===== src/rtl/mux_nto1_scan_if.sv =====
// Bus bundle for mux_nto1_scan: channel data and select controls in, sample and status out.
// ch_mask exists only when MUX_SKIP_MASK_EN is defined.
interface mux_nto1_scan_if #(
    parameter int WIDTH = 8,
    parameter int N     = 4
);
    localparam int SW = $clog2(N);

    logic [N*WIDTH-1:0] d_in;
    logic [SW-1:0]      sel_in;
    logic               sel_load;
    logic               scan;
`ifdef MUX_SKIP_MASK_EN
    logic [N-1:0]       ch_mask;
`endif
    logic [WIDTH-1:0]   y;
    logic [SW-1:0]      ch;
    logic               y_valid;
    logic               wrap;

`ifdef MUX_SKIP_MASK_EN
    modport master (output d_in, sel_in, sel_load, scan, ch_mask,
                    input  y, ch, y_valid, wrap);
    modport slave  (input  d_in, sel_in, sel_load, scan, ch_mask,
                    output y, ch, y_valid, wrap);
`else
    modport master (output d_in, sel_in, sel_load, scan,
                    input  y, ch, y_valid, wrap);
    modport slave  (input  d_in, sel_in, sel_load, scan,
                    output y, ch, y_valid, wrap);
`endif
endinterface


===== src/rtl/mux_nto1_scan.sv =====
// N:1 registered mux with manual select and auto-scan (programmable dwell per channel).
// Optional MUX_SKIP_MASK_EN: scan skips channels whose ch_mask bit is clear.
module mux_nto1_scan #(
    parameter int WIDTH = 8,
    parameter int N     = 4,
    parameter int DWELL = 4
) (
    input  logic             clk,
    input  logic             rst_n,
    mux_nto1_scan_if.slave   bus
);
    localparam int SW = $clog2(N);
    localparam int CW = (DWELL > 1) ? $clog2(DWELL) : 1;
    localparam logic [CW-1:0] CNT_LAST = CW'(DWELL - 1);

    typedef enum logic {MANUAL = 1'b0, SCAN = 1'b1} state_t;

    state_t           state_p0, state_nx;
    logic [CW-1:0]    cnt_p0, cnt_nx;
    logic [SW-1:0]    ch_p0, ch_nx;
    logic [WIDTH-1:0] y_p0, y_nx;
    logic             vld_p0, vld_nx;
    logic             wrap_p0, wrap_nx;

    logic [SW-1:0]    adv_ch;
    logic             adv_wrap;
    logic             adv_ok;
    logic [WIDTH-1:0] chan [N];

    function automatic logic [SW-1:0] sat_sel(input logic [SW-1:0] s);
        if (int'(s) > N - 1)
            return SW'(N - 1);
        return s;
    endfunction

    for (genvar k = 0; k < N; k++) begin : g_chan
        assign chan[k] = bus.d_in[k*WIDTH +: WIDTH];
    end

    // Channel the scan moves to at the end of a dwell, and whether that move wraps.
    always_comb begin
        adv_ch   = ch_p0;
        adv_wrap = 1'b0;
        adv_ok   = 1'b0;
`ifdef MUX_SKIP_MASK_EN
        for (int k = 1; k <= N; k++) begin
            if (!adv_ok && bus.ch_mask[SW'((int'(ch_p0) + k) % N)]) begin
                adv_ok   = 1'b1;
                adv_ch   = SW'((int'(ch_p0) + k) % N);
                adv_wrap = (int'(ch_p0) + k) >= N;
            end
        end
`else
        adv_ok = 1'b1;
        if (int'(ch_p0) >= N - 1) begin
            adv_ch   = '0;
            adv_wrap = 1'b1;
        end else begin
            adv_ch   = SW'(int'(ch_p0) + 1);
        end
`endif
    end

    always_comb begin
        state_nx = bus.scan ? SCAN : MANUAL;
        ch_nx    = ch_p0;
        cnt_nx   = '0;
        vld_nx   = 1'b1;
        wrap_nx  = 1'b0;
        if (state_nx == MANUAL) begin
            if (bus.sel_load)
                ch_nx = sat_sel(bus.sel_in);
        end else if (bus.sel_load) begin
            // A reload restarts the dwell and never counts as a wrap.
            ch_nx  = sat_sel(bus.sel_in);
            vld_nx = (CNT_LAST == '0) && adv_ok;
        end else if (state_p0 == MANUAL) begin
            vld_nx = (CNT_LAST == '0) && adv_ok;
        end else if (!adv_ok) begin
            vld_nx = 1'b0;
        end else if (cnt_p0 == CNT_LAST) begin
            ch_nx   = adv_ch;
            wrap_nx = adv_wrap;
            vld_nx  = (CNT_LAST == '0);
        end else begin
            cnt_nx = cnt_p0 + CW'(1);
            vld_nx = (cnt_nx == CNT_LAST);
        end
        y_nx = chan[ch_nx];
    end

    // Output register stage: y and ch always updated together.
    always_ff @(posedge clk or negedge rst_n) begin
        if (!rst_n) begin
            state_p0 <= MANUAL;
            cnt_p0   <= '0;
            ch_p0    <= '0;
            y_p0     <= '0;
            vld_p0   <= 1'b0;
            wrap_p0  <= 1'b0;
        end else begin
            state_p0 <= state_nx;
            cnt_p0   <= cnt_nx;
            ch_p0    <= ch_nx;
            y_p0     <= y_nx;
            vld_p0   <= vld_nx;
            wrap_p0  <= wrap_nx;
        end
    end

    assign bus.y       = y_p0;
    assign bus.ch      = ch_p0;
    assign bus.y_valid = vld_p0;
    assign bus.wrap    = wrap_p0;
endmodule


===== src/flat_wrapper.sv =====
// flat-port wrapper written by rule: the top's interface ports become plain ports
module mux_nto1_scan_flat 
#(
    parameter int WIDTH = 8,
    parameter int N     = 4,
    parameter int DWELL = 4
)
  (clk, rst_n, bus_d_in, bus_sel_in, bus_sel_load, bus_scan, bus_y, bus_ch, bus_y_valid, bus_wrap);
  mux_nto1_scan_if #(.WIDTH(WIDTH), .N(N)) bus_i ();
  input  logic clk;
  input  logic rst_n;
  input wire logic [$bits(bus_i.d_in)-1:0] bus_d_in;
  input wire logic [$bits(bus_i.sel_in)-1:0] bus_sel_in;
  input wire logic [$bits(bus_i.sel_load)-1:0] bus_sel_load;
  input wire logic [$bits(bus_i.scan)-1:0] bus_scan;
  output wire logic [$bits(bus_i.y)-1:0] bus_y;
  output wire logic [$bits(bus_i.ch)-1:0] bus_ch;
  output wire logic [$bits(bus_i.y_valid)-1:0] bus_y_valid;
  output wire logic [$bits(bus_i.wrap)-1:0] bus_wrap;
  assign bus_i.d_in = bus_d_in;
  assign bus_i.sel_in = bus_sel_in;
  assign bus_i.sel_load = bus_sel_load;
  assign bus_i.scan = bus_scan;
  assign bus_y = bus_i.y;
  assign bus_ch = bus_i.ch;
  assign bus_y_valid = bus_i.y_valid;
  assign bus_wrap = bus_i.wrap;
  mux_nto1_scan #(.WIDTH(WIDTH), .N(N), .DWELL(DWELL)) u_core (.clk(clk), .rst_n(rst_n), .bus(bus_i));
endmodule

===== config.mk =====
export PLATFORM = sky130hd
export DESIGN_NAME = mux_nto1_scan_flat
export DESIGN_NICKNAME = d
export VERILOG_FILES = /design/src/rtl/mux_nto1_scan_if.sv /design/src/rtl/mux_nto1_scan.sv /design/src/flat_wrapper.sv
export SDC_FILE = /design/constraint.sdc
export NUM_CORES = 1
export LEC_CHECK = 0
export CAP_MARGIN = 20
export CORE_MARGIN = 1
export CORE_UTILIZATION = 40
export CTS_CLUSTER_DIAMETER = 40
export DETAILED_ROUTE_END_ITERATION = 10
export GPL_TIMING_DRIVEN = 1
export PLACE_DENSITY = 0.79
export SLEW_MARGIN = 10
export SYNTH_ARGS = -nofsm -noshare
export SYNTH_HDL_FRONTEND = slang
export SYNTH_SLANG_ARGS = --single-unit

===== constraint.sdc =====
create_clock -name clk -period 2 [get_ports clk]
set_input_delay 0.6 -clock clk [delete_from_list [all_inputs] [get_ports clk]]
set_output_delay 0.6 -clock clk [all_outputs]
set_load 0.1 [all_outputs]

==> metrics <==
vias per cell=5.48; Critical Path End Type=register; pre-CTS setup slack=-0.150 ns; synth top area cells=dfrtp_1 (36%), nand3_1 (7.7%), o21ai_0 (7.7%); syn_area_per_cell=8.56 um^2; Max VDD drop=0.479 mV; DIE WIDTH=52.9 um; crit path launch type=primary input; Final Hold Vio Count=0; cell taking the most area after synthesis=dfrtp_1; PwrDens=646 nW/um^2; Residual DRC=0; area of the die=2800 um^2; Power Internal=0.000670 W; mapped cell area=1040 um^2; drt wl/cell=14.5 um; Placer Congestion=0.813; die span in y=52.9 um; total CTS buffers=3; drt first pass iters=4; grt ovf=0; initial core utilization=42.2%; CTS sink count=15; synth-to-layout area growth=70.2%; NumNets Final=221; core box area=2450 um^2; post-layout util=71.8%; Final Setup Violations=0; Final period util=93.3%; Arr. time, crit path=2.06 ns; cts hold-fix bufs=0; Slew Limit Headroom=74.9%; htree depth=1; cell count after synthesis=121; area of all sequential standard cells=378 um^2; switching share of total power=41.2%; share of the synthesized area in the top cell type=36.2%; Iter 0 DRT Violations=31; clock share of power=15.0%; Net Switching=0.000469 W; first-pass GRT wire length=4.89 mm; post-synthesis sequential area ratio=36.2%; Setup CP Type=primary input to register; multi-input logic area=556 um^2; initial antenna violation count=0; Peak Freq=536 MHz; CTS tree=built; synth warn=0; Reg power frac=32.3%; Worst-Margin Slew=0.376 ns; WP data required=2.19 ns; fin. max-slew vios=0; ANT cells=0; Max Cap Viol=0; Fill cells=211; Lkg Pwr=0.768 nW; Seq cells post-synth=15; outcome=finished, final reports clean; Max Buffers Root-to-Sink=2; Min-Delay Path Class=register to register; Routed WL=3.03 mm; postcts setup bufs=0; crit-path max FO=5; Final WS setup=0.134 ns; PortBufs=49; antenna violation net count after detailed routing=0; Syn Nets=162; clk_skew=0.00547 ns; cts repair resizes=0; FP Rows=18; fraction of layout cells with a size suffix above 1=19.6%; vias in the first global route=1106; Clock Tree Root=clkbuf_4; num ports=50; Synth cell types=23; detailed placement HPWL=2.44 mm; clk slew on worst S/H paths=0.09 ns; clk_lat worst skew=0.28 ns; vias=1145; fin crit period=1.87 ns; GRT Total Usage=24.2%; unrepaired setup endpoints after global routing=false; combinational group share of total power=52.7%; largest net degree at the start of global routing=26
-- registers in the layout, indices dropped and copies added (netlist names) --
register	flops
u_core.bus.wrap	1
u_core.cnt_p0	2
u_core.state_p0	1
u_core.bus.y_valid	1
u_core.bus.ch	2
u_core.bus.y	8
-- synth_stat cells --
cell type and count:
nand3_1 16, o21ai_0 16, dfrtp_1 15, nand2_1 12, inv_1 10, a21oi_1 8
a2bb2oi_1 8, a32oi_1 8, buf_6 4, nor2_1 4, buf_2 3, ha_1 3
nor2b_1 3, clkbuf_1 2, a21oi_4 1, a22oi_4 1, a41o_1 1, and2_1 1
and4b_1 1, mux2_2 1, nand2b_1 1, nand3_2 1, nor3b_1 1
-- cell families after synthesis --
logic type | count (synthesis) | share of synthesized area [%]
AO/OA/AOI/OAI | 43 | 29.7
adder cells (fa/ha/maj) | 3 | 3.62
buffers and inverters | 19 | 10.1
flip-flops | 15 | 36.2
multiplexers | 1 | 1.09
AND/OR/NAND/NOR | 40 | 19.2
-- stage by stage --
| stage | total power [W] | cells | instance area (um^2) | hold slack (ns) | TNS (ns) |
|---|---|---|---|---|---|
| 6_report | 0.00114 | 209 | 1760 | 0.479 | 0 |
| 5_1_grt | 0.00119 | 209 | 1760 | 0.507 | 0 |
| 4_1_cts | 0.00114 | 209 | 1760 | 0.482 | 0 |
| 3_5_place_dp | 0.000974 | 205 | 1740 | 0.471 | -1.07 |
| 3_3_place_gp | 0.000963 | 205 | 1740 | 0.444 | -0.728 |
| 2_1_floorplan | 0.000699 | 121 | 1040 | 0.304 | 0 |
-- final timing paths --
check	startpoint	end	slack, ns	cells past startpoint
setup / recovery	bus_scan	u_core.bus.y[4]	0.13	6
hold / removal	u_core.cnt_p0[0]	u_core.cnt_p0[0]	0.48	1
setup reg to reg	u_core.bus.ch[1]	u_core.bus.y[1]	0.23	6
hold reg to reg	u_core.cnt_p0[0]	u_core.cnt_p0[0]	0.48	1
max in group asynchronous	rst_n	u_core.bus.y[2]	0.96	2
min in group asynchronous	rst_n	u_core.bus.wrap	0.59	1
-- placed cells by master (no fill, tap or decap) --
cell | netlist | routed
nor2b_1 | 3 | 3
a21oi_1 | 8 | 8
nor3b_1 | 1 | 1
mux2_2 | 1 | 1
inv_1 | 10 | 10
nand2b_1 | 1 | 1
nand3_1 | 16 | 16
nand2_1 | 12 | 12
nor2_1 | 4 | 4
buf_12 | 0 | 13
nand3_2 | 1 | 1
ha_1 | 3 | 3
and4b_1 | 1 | 1
clkbuf_1 | 2 | 1
and2_1 | 1 | 1
clkdlybuf4s50_1 | 0 | 37
a22oi_4 | 1 | 1
a2bb2oi_1 | 8 | 8
a41o_1 | 1 | 1
a32oi_1 | 8 | 8
a21oi_4 | 1 | 1
dfrtp_1 | 15 | 13
dfrtp_2 | 0 | 2
buf_4 | 0 | 13
o21ai_0 | 16 | 16
clkbuf_4 | 0 | 3
-- critical path, stage by stage --
cell             delay (ns)
clkdlybuf4s50_1        0.55
and4b_1                0.28
a22oi_4                0.09
and2_1                 0.18
buf_4                  0.16
a32oi_1                0.20
-- routing by layer --
layer	up-vias	GRT usage, %	routed length (um)
li1	555	-	-
met2	53	42.4	1620
met4	0	7.89	9
met5	-	0	0
met3	2	3.45	171
met1	535	30.2	1230
-- area by class of cell --
| class | count | share of cell area (%) |
|---|---|---|
| Tap cell | 30 | 2.13 |
| Clock buffer | 4 | 1.49 |
| Inverter | 10 | 2.13 |
| Sequential cell | 15 | 21.4 |
| Multi-Input combinational cell | 87 | 31.5 |
| Timing Repair Buffer | 63 | 41.3 |
-- power by group through the flow --
stage | Combinational (W) | Sequential, W | Clock, W
after global routing | 0.000629 | 0.000372 | 0.000193
after global placement | 0.000591 | 0.000372 | 0
after floorplan | 0.000124 | 0.000575 | 0
after detailed placement | 0.000600 | 0.000374 | 0
final | 0.000600 | 0.000368 | 0.000171
after CTS | 0.000601 | 0.000368 | 0.000175
(Power assumes the default switching activity.)
